**config.mk**
```make
export PLATFORM = sky130hd
export DESIGN_NAME = enc_8b10b
export DESIGN_NICKNAME = d
export VERILOG_FILES = /design/src/rtl/enc8b10b_pkg.sv /design/src/rtl/enc_8b10b_3b4b.sv /design/src/rtl/enc_8b10b.sv
export SDC_FILE = /design/constraint.sdc
export NUM_CORES = 1
export LEC_CHECK = 0
export CORE_MARGIN = 4
export CORE_UTILIZATION = 32
export DETAILED_ROUTE_END_ITERATION = 7
export PLACE_DENSITY = 0.53
export SYNTH_ARGS = -nofsm -noshare
export SYNTH_HDL_FRONTEND = slang
export SYNTH_SLANG_ARGS = --single-unit
```
**constraint.sdc**
```tcl
create_clock -name clk -period 4.95 [get_ports clk]
set_input_delay 1.2375 -clock clk [delete_from_list [all_inputs] [get_ports clk]]
set_output_delay 1.2375 -clock clk [all_outputs]
set_load 0.01 [all_outputs]
```
**src/rtl/enc8b10b_pkg.sv**
```systemverilog
// enc8b10b_pkg: shared types and code tables for the 8b/10b encoder.
// Optional K-character support is enabled by defining ENC8B10B_KCHAR_EN.
package enc8b10b_pkg;

    typedef enum logic {
        RD_NEG = 1'b0,
        RD_POS = 1'b1
    } rd_t;

    // 5b/6b abcdei codes indexed by x (EDCBA), chosen by the current running disparity
    localparam logic [0:31][5:0] C_6B_NEG = {
        6'b100111, 6'b011101, 6'b101101, 6'b110001, 6'b110101, 6'b101001, 6'b011001, 6'b111000,
        6'b111001, 6'b100101, 6'b010101, 6'b110100, 6'b001101, 6'b101100, 6'b011100, 6'b010111,
        6'b011011, 6'b100011, 6'b010011, 6'b110010, 6'b001011, 6'b101010, 6'b011010, 6'b111010,
        6'b110011, 6'b100110, 6'b010110, 6'b110110, 6'b001110, 6'b101110, 6'b011110, 6'b101011
    };

    localparam logic [0:31][5:0] C_6B_POS = {
        6'b011000, 6'b100010, 6'b010010, 6'b110001, 6'b001010, 6'b101001, 6'b011001, 6'b000111,
        6'b000110, 6'b100101, 6'b010101, 6'b110100, 6'b001101, 6'b101100, 6'b011100, 6'b101000,
        6'b100100, 6'b100011, 6'b010011, 6'b110010, 6'b001011, 6'b101010, 6'b011010, 6'b000101,
        6'b001100, 6'b100110, 6'b010110, 6'b001001, 6'b001110, 6'b010001, 6'b100001, 6'b010100
    };

    localparam logic [5:0] C_K28_NEG = 6'b001111;
    localparam logic [5:0] C_K28_POS = 6'b110000;

    // x values that force the alternate .7 to avoid a run of five identical bits
    localparam logic [31:0] C_ALT7_NEG = (32'd1 << 17) | (32'd1 << 18) | (32'd1 << 20);
    localparam logic [31:0] C_ALT7_POS = (32'd1 << 11) | (32'd1 << 13) | (32'd1 << 14);

    // x values of the legal K.x.7 characters other than K.28.7
    localparam logic [31:0] C_K7_X = (32'd1 << 23) | (32'd1 << 27) | (32'd1 << 29) | (32'd1 << 30);

    // A 6b sub-block with other than three ones flips the running disparity
    function automatic logic disp6(input logic [5:0] code);
        return ($countones(code) != 3);
    endfunction

endpackage

```
**src/rtl/enc_8b10b_3b4b.sv**
```systemverilog
// enc_3b4b: combinational 3b/4b sub-block encoder (fghj) with disparity flip flag.
// Used by enc_8b10b; unaffected by ENC8B10B_KCHAR_EN.
module enc_3b4b
    import enc8b10b_pkg::*;
(
    input  logic [2:0] y,
    input  rd_t        rd6,
    input  logic       alt,
    output logic [3:0] fghj,
    output logic       flip
);

    // Table lookup by y and the disparity left after the 6b sub-block
    always_comb begin
        fghj = 4'b0000;
        flip = 1'b0;
        case (y)
            3'd0: begin fghj = (rd6 == RD_POS) ? 4'b0100 : 4'b1011; flip = 1'b1; end
            3'd1: fghj = 4'b1001;
            3'd2: fghj = 4'b0101;
            3'd3: fghj = (rd6 == RD_POS) ? 4'b0011 : 4'b1100;
            3'd4: begin fghj = (rd6 == RD_POS) ? 4'b0010 : 4'b1101; flip = 1'b1; end
            3'd5: fghj = 4'b1010;
            3'd6: fghj = 4'b0110;
            default: begin
                if (alt)
                    fghj = (rd6 == RD_POS) ? 4'b1000 : 4'b0111;
                else
                    fghj = (rd6 == RD_POS) ? 4'b0001 : 4'b1110;
                flip = 1'b1;
            end
        endcase
    end

endmodule

```
**src/rtl/enc_8b10b.sv**
```systemverilog
// enc_8b10b: registered 8b/10b encoder with running disparity and valid/ready handshake.
// Define ENC8B10B_KCHAR_EN to encode K.28.x, K.23.7, K.27.7, K.29.7, K.30.7 from in_k.
module enc_8b10b
    import enc8b10b_pkg::*;
#(
    parameter logic RD_INIT = 1'b0
)
(
    input  logic       clk,
    input  logic       rst,
    input  logic       in_valid,
    output logic       in_ready,
    input  logic [7:0] in_data,
    input  logic       in_k,
    output logic       out_valid,
    input  logic       out_ready,
    output logic [9:0] out_code,
    output logic       out_rd,
    output logic       err_k
);

    logic       r_valid;
    logic [9:0] r_code;
    logic       r_err;
    rd_t        r_rd;

    logic [4:0] w_x;
    logic [2:0] w_y;
    logic       w_k28;
    logic       w_k7;
    logic       w_kerr;
    logic [5:0] w_6b;
    logic       w_flip6;
    rd_t        w_rd6;
    logic       w_alt;
    logic [3:0] w_4b_tab;
    logic       w_flip4;
    logic [3:0] w_4b;
    rd_t        w_rd_next;
    logic       w_accept;

    assign w_x = in_data[4:0];
    assign w_y = in_data[7:5];

`ifdef ENC8B10B_KCHAR_EN
    assign w_k28  = in_k && (w_x == 5'd28);
    assign w_k7   = in_k && (w_y == 3'd7) && C_K7_X[w_x];
    assign w_kerr = in_k && !(w_k28 || w_k7);
`else
    logic w_unused_k;
    assign w_unused_k = in_k;
    assign w_k28      = 1'b0;
    assign w_k7       = 1'b0;
    assign w_kerr     = 1'b0;
`endif

    assign w_6b    = w_k28 ? ((r_rd == RD_POS) ? C_K28_POS : C_K28_NEG)
                           : ((r_rd == RD_POS) ? C_6B_POS[w_x] : C_6B_NEG[w_x]);
    assign w_flip6 = disp6(w_6b);
    assign w_rd6   = rd_t'(r_rd ^ w_flip6);
    assign w_alt   = w_k28 || w_k7 ||
                     ((w_rd6 == RD_POS) ? C_ALT7_POS[w_x] : C_ALT7_NEG[w_x]);

    enc_3b4b u_3b4b (
        .y    (w_y),
        .rd6  (w_rd6),
        .alt  (w_alt),
        .fghj (w_4b_tab),
        .flip (w_flip4)
    );

    // K.28 neutral groups .1/.2/.5/.6 take the complement of the data code under rd6 = RD-
    assign w_4b      = (w_k28 && !w_flip4 && (w_y != 3'd3) && (w_rd6 == RD_NEG)) ? ~w_4b_tab : w_4b_tab;
    assign w_rd_next = rd_t'(w_rd6 ^ w_flip4);

    assign in_ready  = !r_valid || out_ready;
    assign w_accept  = in_valid && in_ready;

    // Output register: load on accept, drop valid on consume, hold during a stall
    always_ff @(posedge clk or posedge rst) begin
        if (rst) begin
            r_valid <= 1'b0;
            r_code  <= 10'd0;
            r_err   <= 1'b0;
            r_rd    <= rd_t'(RD_INIT);
        end else if (w_accept) begin
            r_valid <= 1'b1;
            r_code  <= {w_6b, w_4b};
            r_err   <= w_kerr;
            r_rd    <= w_rd_next;
        end else if (out_ready) begin
            r_valid <= 1'b0;
        end
    end

    assign out_valid = r_valid;
    assign out_code  = r_code;
    assign out_rd    = r_rd;
    assign err_k     = r_err;

endmodule

```
# Word level (Yosys, flattened, before mapping)
# Memory sizes are Yosys's and may differ from the RTL's.
# Cells that the tools add are included.
# word_totals
regBits	12
rom_bits	448
input_bits	13
out_inout_bits	14
wordCells	48
n_memories	4
# classes
addsub	5
order_cmp	2
eq_ne	7
mux	18
bitwise	3
reduce_logical	6
# memory_table
memory	depth	word_bits	rd	rd_clocked_by_memory_dff	write_ports	line	source
(no name shown)	32	6	1	0	0	enc_8b10b.sv:58	: ((r_rd == RD_POS) ? C_6B_POS[w_x] : C_6B_NEG[w_x]);
(no name shown)	32	6	1	0	0	enc_8b10b.sv:58	
(no name shown)	32	1	1	0	0	enc_8b10b.sv:62	((w_rd6 == RD_POS) ? C_ALT7_POS[w_x] : C_ALT7_NEG[w_x]);
(no name shown)	32	1	1	0	0	enc_8b10b.sv:62	
# ops
cell	n
2-to-1 mux 6 bit	5
one-hot mux 4 bit (7 select lines)	1
2-to-1 mux 4 bit	6
equality test 3 bit, second input constant	3
adder 1 x 1 -> 2 bit	3
equality test 3 x 2 -> 1 bit, second input constant	2
greater-or-equal comparator 6 bit, second input constant	1
less-than comparator 5 x 6 -> 1 bit, second input constant	1
2-to-1 mux 1 bit	6
NOT 5 -> 6 bit	1
OR reduction 5 bit	1
adder 3 x 2 -> 4 bit	1
!= test 4 x 2 -> 1 bit, second input constant	1
adder 2 x 2 -> 3 bit	1
equality test 3 x 1 -> 1 bit, second input constant	1
logical NOT 3 bit	1
nonzero test 2 bit	1
bitwise XOR 1 bit	2
logical AND 1 bit	1
logical NOT 1 bit	1
logical OR 1 bit	1

# Longest topological paths before layout
# depth
word_depth	13
mapped_depth	20
depth_no_buf	19

# Hierarchy
# A second synthesis with hierarchy kept.
# unflattened
cells_unflattened	193
area_unflattened_um2	1585.3
# by_module_without_submodules
mod	n_inst	cells_each	area_per_inst_um2	seq_area_each_um2
enc_8b10b	1	163	1378.8	300.3
enc_3b4b	1	30	206.4	0.0

# Least setup slack after synthesis
# Ideal clock, no wire load.
# synth_timing
path_kind	input to register
from	input port in_data[0]
to	register r_code[3], in the netlist out_code[3]
setup_time_ns	0.121
t_arrival_ns	5.295
required_time_ns	4.829
setup_slack_ns	-0.466
stages	19
path_buffers	1
cell_sequence	inv_1 ha_1 buf_6 mux2_2 a2111oi_2 a311oi_1 and2_4 fa_1 inv_1 fa_1 inv_1 ha_1 inv_1 fa_1 nand3b_1 xnor2_2 a2111oi_2 nor2_1 a22o_1
# synth_via
elab_chain_len	13
word_cells_on_any_way	27
cone_classes	add/sub (5); eq/ne (1); mux (15); bitwise (2); memory (4)
# synth_lines
element	line	source
start, declared	enc_8b10b.sv:13	input logic [7:0] in_data,
NOT 5 -> 6 bit (not written as such) (*)	enc_8b10b.sv:58	
memory read (32 x 6 bit)	n/a	
2-to-1 mux 6 bit (not written as such) (2 in a row)	enc_8b10b.sv:58	
2-to-1 mux 6 bit (*)	enc_8b10b.sv:58	
named net w_6b[3]	enc_8b10b.sv:32	logic [5:0] w_6b;
adder 1 x 1 -> 2 bit (not written as such) (*)	enc8b10b_pkg.sv:37	return ($countones(code) != 3);
adder 2 x 2 -> 3 bit (not written as such) (*)	enc8b10b_pkg.sv:37	
adder 3 x 2 -> 4 bit (not written as such) (*)	enc8b10b_pkg.sv:37	
!= test 4 x 2 -> 1 bit (*)	enc8b10b_pkg.sv:37	
bitwise XOR 1 bit (*)	enc_8b10b.sv:60	assign w_rd6 = rd_t'(r_rd ^ w_flip6);
2-to-1 mux 4 bit, or another cell as far along	enc_8b10b_3b4b.sv:29	fghj = (rd6 == RD_POS) ? 4'b0001 : 4'b1110;
2-to-1 mux 4 bit	enc_8b10b_3b4b.sv:26	if (alt)
one-hot mux 4 bit (7 select lines) (*)	enc_8b10b_3b4b.sv:17	case (y)
end signal, assigned	enc_8b10b.sv:88	r_code <= {w_6b, w_4b};
end, declared	enc_8b10b.sv:23	logic [9:0] r_code;
# Mark *: on every way through the listed nets, which the timed path passes. The rest lies on a longest branch. The select of a mux whose other input is x is not followed.
# A chain may end at the register's enable or synchronous reset.

# Worst setup path in the final report
# layout_timing
from	input port in_data[1]
to	register r_code[1], in the netlist out_code[1]
# The elaborated chain is that of the path after synthesis.

==> reports/results.env <==
WORST_SKEW_PAIR.LATE_LATENCY_NS=0.24
SETUP-VIOLATIONS-FINAL=5
FILL_CELLS=430
CTS_TREE='yes'
DESIGN.PORTCOUNT=27
P_SW_mW=0.468
INTERNAL-POWER_mW=0.687
YS_FLOP_TYPE='dfrtp_1'
GRT_USE_MET2_PCT=26.7
CTS_MADE_BUFFERS=3
POST_CTS_HOLD_BUFFER_COUNT=0
AREA.GROWTH.SYNTH_TO_FINAL_PCT=54.0
CLOCK_TREE_BUFFER_DEPTH=2
TIMING.CRITICAL_PATH.FANOUT_MAX=5
ROUTE.DETAILED.WL_PER_INST_UM=15.4
PLACE_HPWL_MM=3.47
DISTINCT_CELL_TYPE_COUNT_OF_THE_SYNTHESIZED_NETLIST=58
WORST-ENDPOINT-ARRIVAL_NS=5.48
REGISTER_AREA_SHARE_AFTER_SYNTHESIS_PCT=19.6
CTS_MAX_LEVEL=1
DIE-HEIGHT_UM=77.2
FLOORPLAN.DIE.WIDTH_UM=77.2
DIE_AREA_UM2=5950
PWR_DENSITY_CELL_nW_PER_UM2=490
FINALWORSTSETUPSLACK_NS=-0.419
GRT_PASS1_VIAS=1587
SYNTHESIS.AREA_UM2=1530
GLOBALROUTE.TOTALOVERFLOW=0
FINALWORSTPATHREQUIREDPERIOD_NS=5.37
DRT.ANTENNA.VIOLATING_NETS=0
SYNTHARSTFLOPSHARE_PCT=100
FAILED_CHECKS='setup timing'
SETUP.WORST_PATH.START_CLASS='input port'
COMBPWRFRAC_PCT=75.0
CLOCKPOWERSHARE_PCT=9.5
SYNTHESIS_WARNINGS=0
LAYOUT-DRIVE-GT1-SHARE_PCT=37.9
SEQUENTIALPOWERSHARE_PCT=15.5
GRT_USE_MET1_PCT=20.0
RSZ_0062_RAISED_AFTER_GLOBAL_ROUTING='true'
LAYOUT_WORST_PATH_CYCLE_SHARE_PCT=108
POWER.IR.VDD_WORST_uV=332
DRC=0
TIMING.CRITICAL_PATH.TO_TYPE='register'
SYNTH_AREA_PER_CELL_UM2=8.41
WORST-SLEW-PIN-TRANSITION_NS=0.610
VIA_TO_CELL_RATIO=5.47
HOLD-PATH-CELL-COUNT=2
SYNTH_ENABLE_FLOP_CELLS=0
TIMING.REG2REG.WORST_PATH_DEPTH=17
CLOCK.FMAX_GHz=0.186
TIMING.HOLD.WORST.CLASS='register to register'
SW_FRAC_OF_TOTAL_PCT=40.5
FIN_SETUP_TNS_NS=-1.58
CLK_ROOT_BUFFER_CELL='clkbuf_8'
MET3_USAGE_PCT=3.04
DR_TOTAL_VIAS=1613
WORST_CLOCK_SKEW_NS=0.00194
YS_FF_LATCH=12
WORST_EP_REQUIRED_TIME_NS=5.06
DR.PASS1.ITERS=4
ROUTE.FINAL.WIRE_LENGTH_MM=4.56
FIRST_ITER_VIOLATIONS=61
SLEW_VIOL_FINAL=0
CLK_PIN_SLEW_WORST_PATHS_NS=0.06
FIN_HOLD_WS_NS=0.480
ANTENNA_VIOLATIONS_BEFORE_REPAIR=0
PATH_CLASS='input port to register'
GRT_START_MAX_NET_PINS=20
GLOBAL_ROUTE.USAGE.TOTAL_PCT=15.8
PLACEMENT_ROWS=24
CLOCK-SINKS=12
NNETSFINAL=269
SYN-INSTANCE-COUNT=182
WIRE_LENGTH_OF_THE_FIRST_GLOBAL_ROUTING_PASS_MM=7.67
OUTCOME='finished, violations left'
START_UTIL_PCT=34.0
TOTALPOWERFINAL_mW=1.15
ANTENNA_CELLS_INSERTED=0
SYNTH_FP_NETS=207
SLEW-LIMIT-HEADROOM_PCT=59.2
COREAREA_UM2=4500
PLACE_CONGESTION=0.837
GLOBALROUTE.BUSIESTLAYER='met2'
MAXCAPVIOLATIONS=0
P_LEAK_nW=0.999
PORT_BUFFERS=24
FINALHOLDVIOLCOUNT=0
[synthesized netlist by cell type (all sizes together) (2+ instances only)]
cell type   n  area share [%]
a21oi      15             4.9
nand2      15             3.7
inv        14             3.4
buf        13             5.6
o21ai      13             4.5
dfrtp      12              20
ha          9             7.4
nor2        9             2.2
mux2i       7             4.6
mux2        6             4.4
nand2b      6             2.5
xnor2       5             3.4
a2111oi     4             3.1
a311oi      4             2.7
nand3       4             1.3
o211ai      4             2.0
a211oi      3             1.5
fa          3             3.9
clkbuf      2            0.49
mux4        2             2.9
nand3b      2            0.98
nand4       2            0.82
o41ai       2             1.1
or2         2            0.82
xor2        2             1.1
[power by group through the flow]
stage / registers, mW / logic [mW] / clock network (mW)
after detailed placement: 0.180 / 0.707 / 0
after floorplan: 0.182 / 0.434 / 0
after global placement: 0.176 / 0.692 / 0
after CTS: 0.181 / 0.881 / 0.111
after global routing: 0.187 / 0.959 / 0.118
final: 0.179 / 0.867 / 0.109
[critical path: stages]
cell	delay, ns
buf_6	0.09
buf_6	0.12
inv_12	0.05
ha_4	0.21
mux2_4	0.30
a2111oi_4	0.31
a311oi_1	0.08
and2_4	0.17
fa_1	0.58
inv_2	0.05
fa_1	0.53
inv_1	0.05
ha_2	0.17
inv_2	0.05
fa_1	0.39
nand3b_1	0.28
xnor2_4	0.26
buf_4	0.14
mux2i_1	0.20
xnor2_1	0.14
o21ai_1	0.07
[path summary, 6_finish.rpt]
path	startpoint	to	slack, ns
worst min register to register	out_code[9]$_DFFE_PP0P_	out_code[9]$_DFFE_PP0P_	0.48
worst max-delay path	in_data[1]	out_code[1]$_DFFE_PP0P_	-0.42
worst min-delay path	out_code[9]$_DFFE_PP0P_	out_code[9]$_DFFE_PP0P_	0.48
min in group asynchronous	rst	out_code[3]$_DFFE_PP0P_	1.32
worst max register to register	out_rd$_DFFE_PP0P_	out_code[1]$_DFFE_PP0P_	0.42
max in group asynchronous	rst	out_valid$_DFFE_PP0P_	3.31
[sequential cells by signal, summed over array words and instances, names as in the netlist]
signal	cells
out_code	10
out_valid	1
out_rd	1
[timing repair]
action,CTS,global route
cloned,1,0
endpoints found under the setup margin,5,5
hold endpoints to repair,0,0
setup buffers,6,1
gates resized for setup,34,6
pin swaps,14,6
[cell families after synthesis]
| kind of cell | share of synthesized area, % |
|---|---|
| fa+ha+maj | 11.3 |
| mux | 11.9 |
| simple gates | 17.1 |
| other cells | 0.245 |
| buf+inv | 9.57 |
| flops | 19.6 |
| xor+xnor | 4.50 |
| compound gates | 25.8 |
[layout make-up]
cell class	count	area, um^2	area share [%]
well taps	52	65.1	2.76
flip-flops and latches	12	300	12.7
inverters	14	70.1	2.97
repair buffers	72	627	26.6
clock buffers	4	55.1	2.34
multi-input cells	141	1240	52.6
[per-layer routing]
metal | vias up | part of all wire (%) | routed length [um]
li1 | 790 | - | -
met4 | 0 | 1.3 | 59
met3 | 6 | 2.7 | 123
met2 | 31 | 49 | 2250
met5 | - | 0 | 0
met1 | 786 | 47 | 2130
[placed cells by master (no fill, tap or decap), types with 3 or more instances in the layout]
cell / instances
clkbuf_8: 4
mux2i_1: 7
buf_6: 7
buf_4: 40
inv_1: 7
o211ai_1: 4
nor2_1: 8
ha_1: 4
fa_1: 3
nand2_1: 13
dfrtp_1: 12
xnor2_1: 3
clkdlybuf4s50_1: 20
o21ai_0: 7
nand3_1: 4
o21ai_1: 5
inv_2: 5
a21oi_1: 15
mux2_2: 4
nand2b_1: 5
a311oi_2: 3
ha_4: 3
[per-stage QoR]
stage | cell area [um^2] | worst slack (ns) | utilization (%) | std cells
floorplan | 1580 | -0.253 | - | 182
global placement | 2120 | -1.10 | 47.1 | 285
global route | 2360 | -0.579 | 52.3 | 295
finish | 2360 | -0.419 | 52.3 | 295
detailed placement | 2120 | -1.14 | 47.1 | 285
CTS | 2330 | -0.460 | 51.8 | 296
Power figures use the tool's default switching activity.
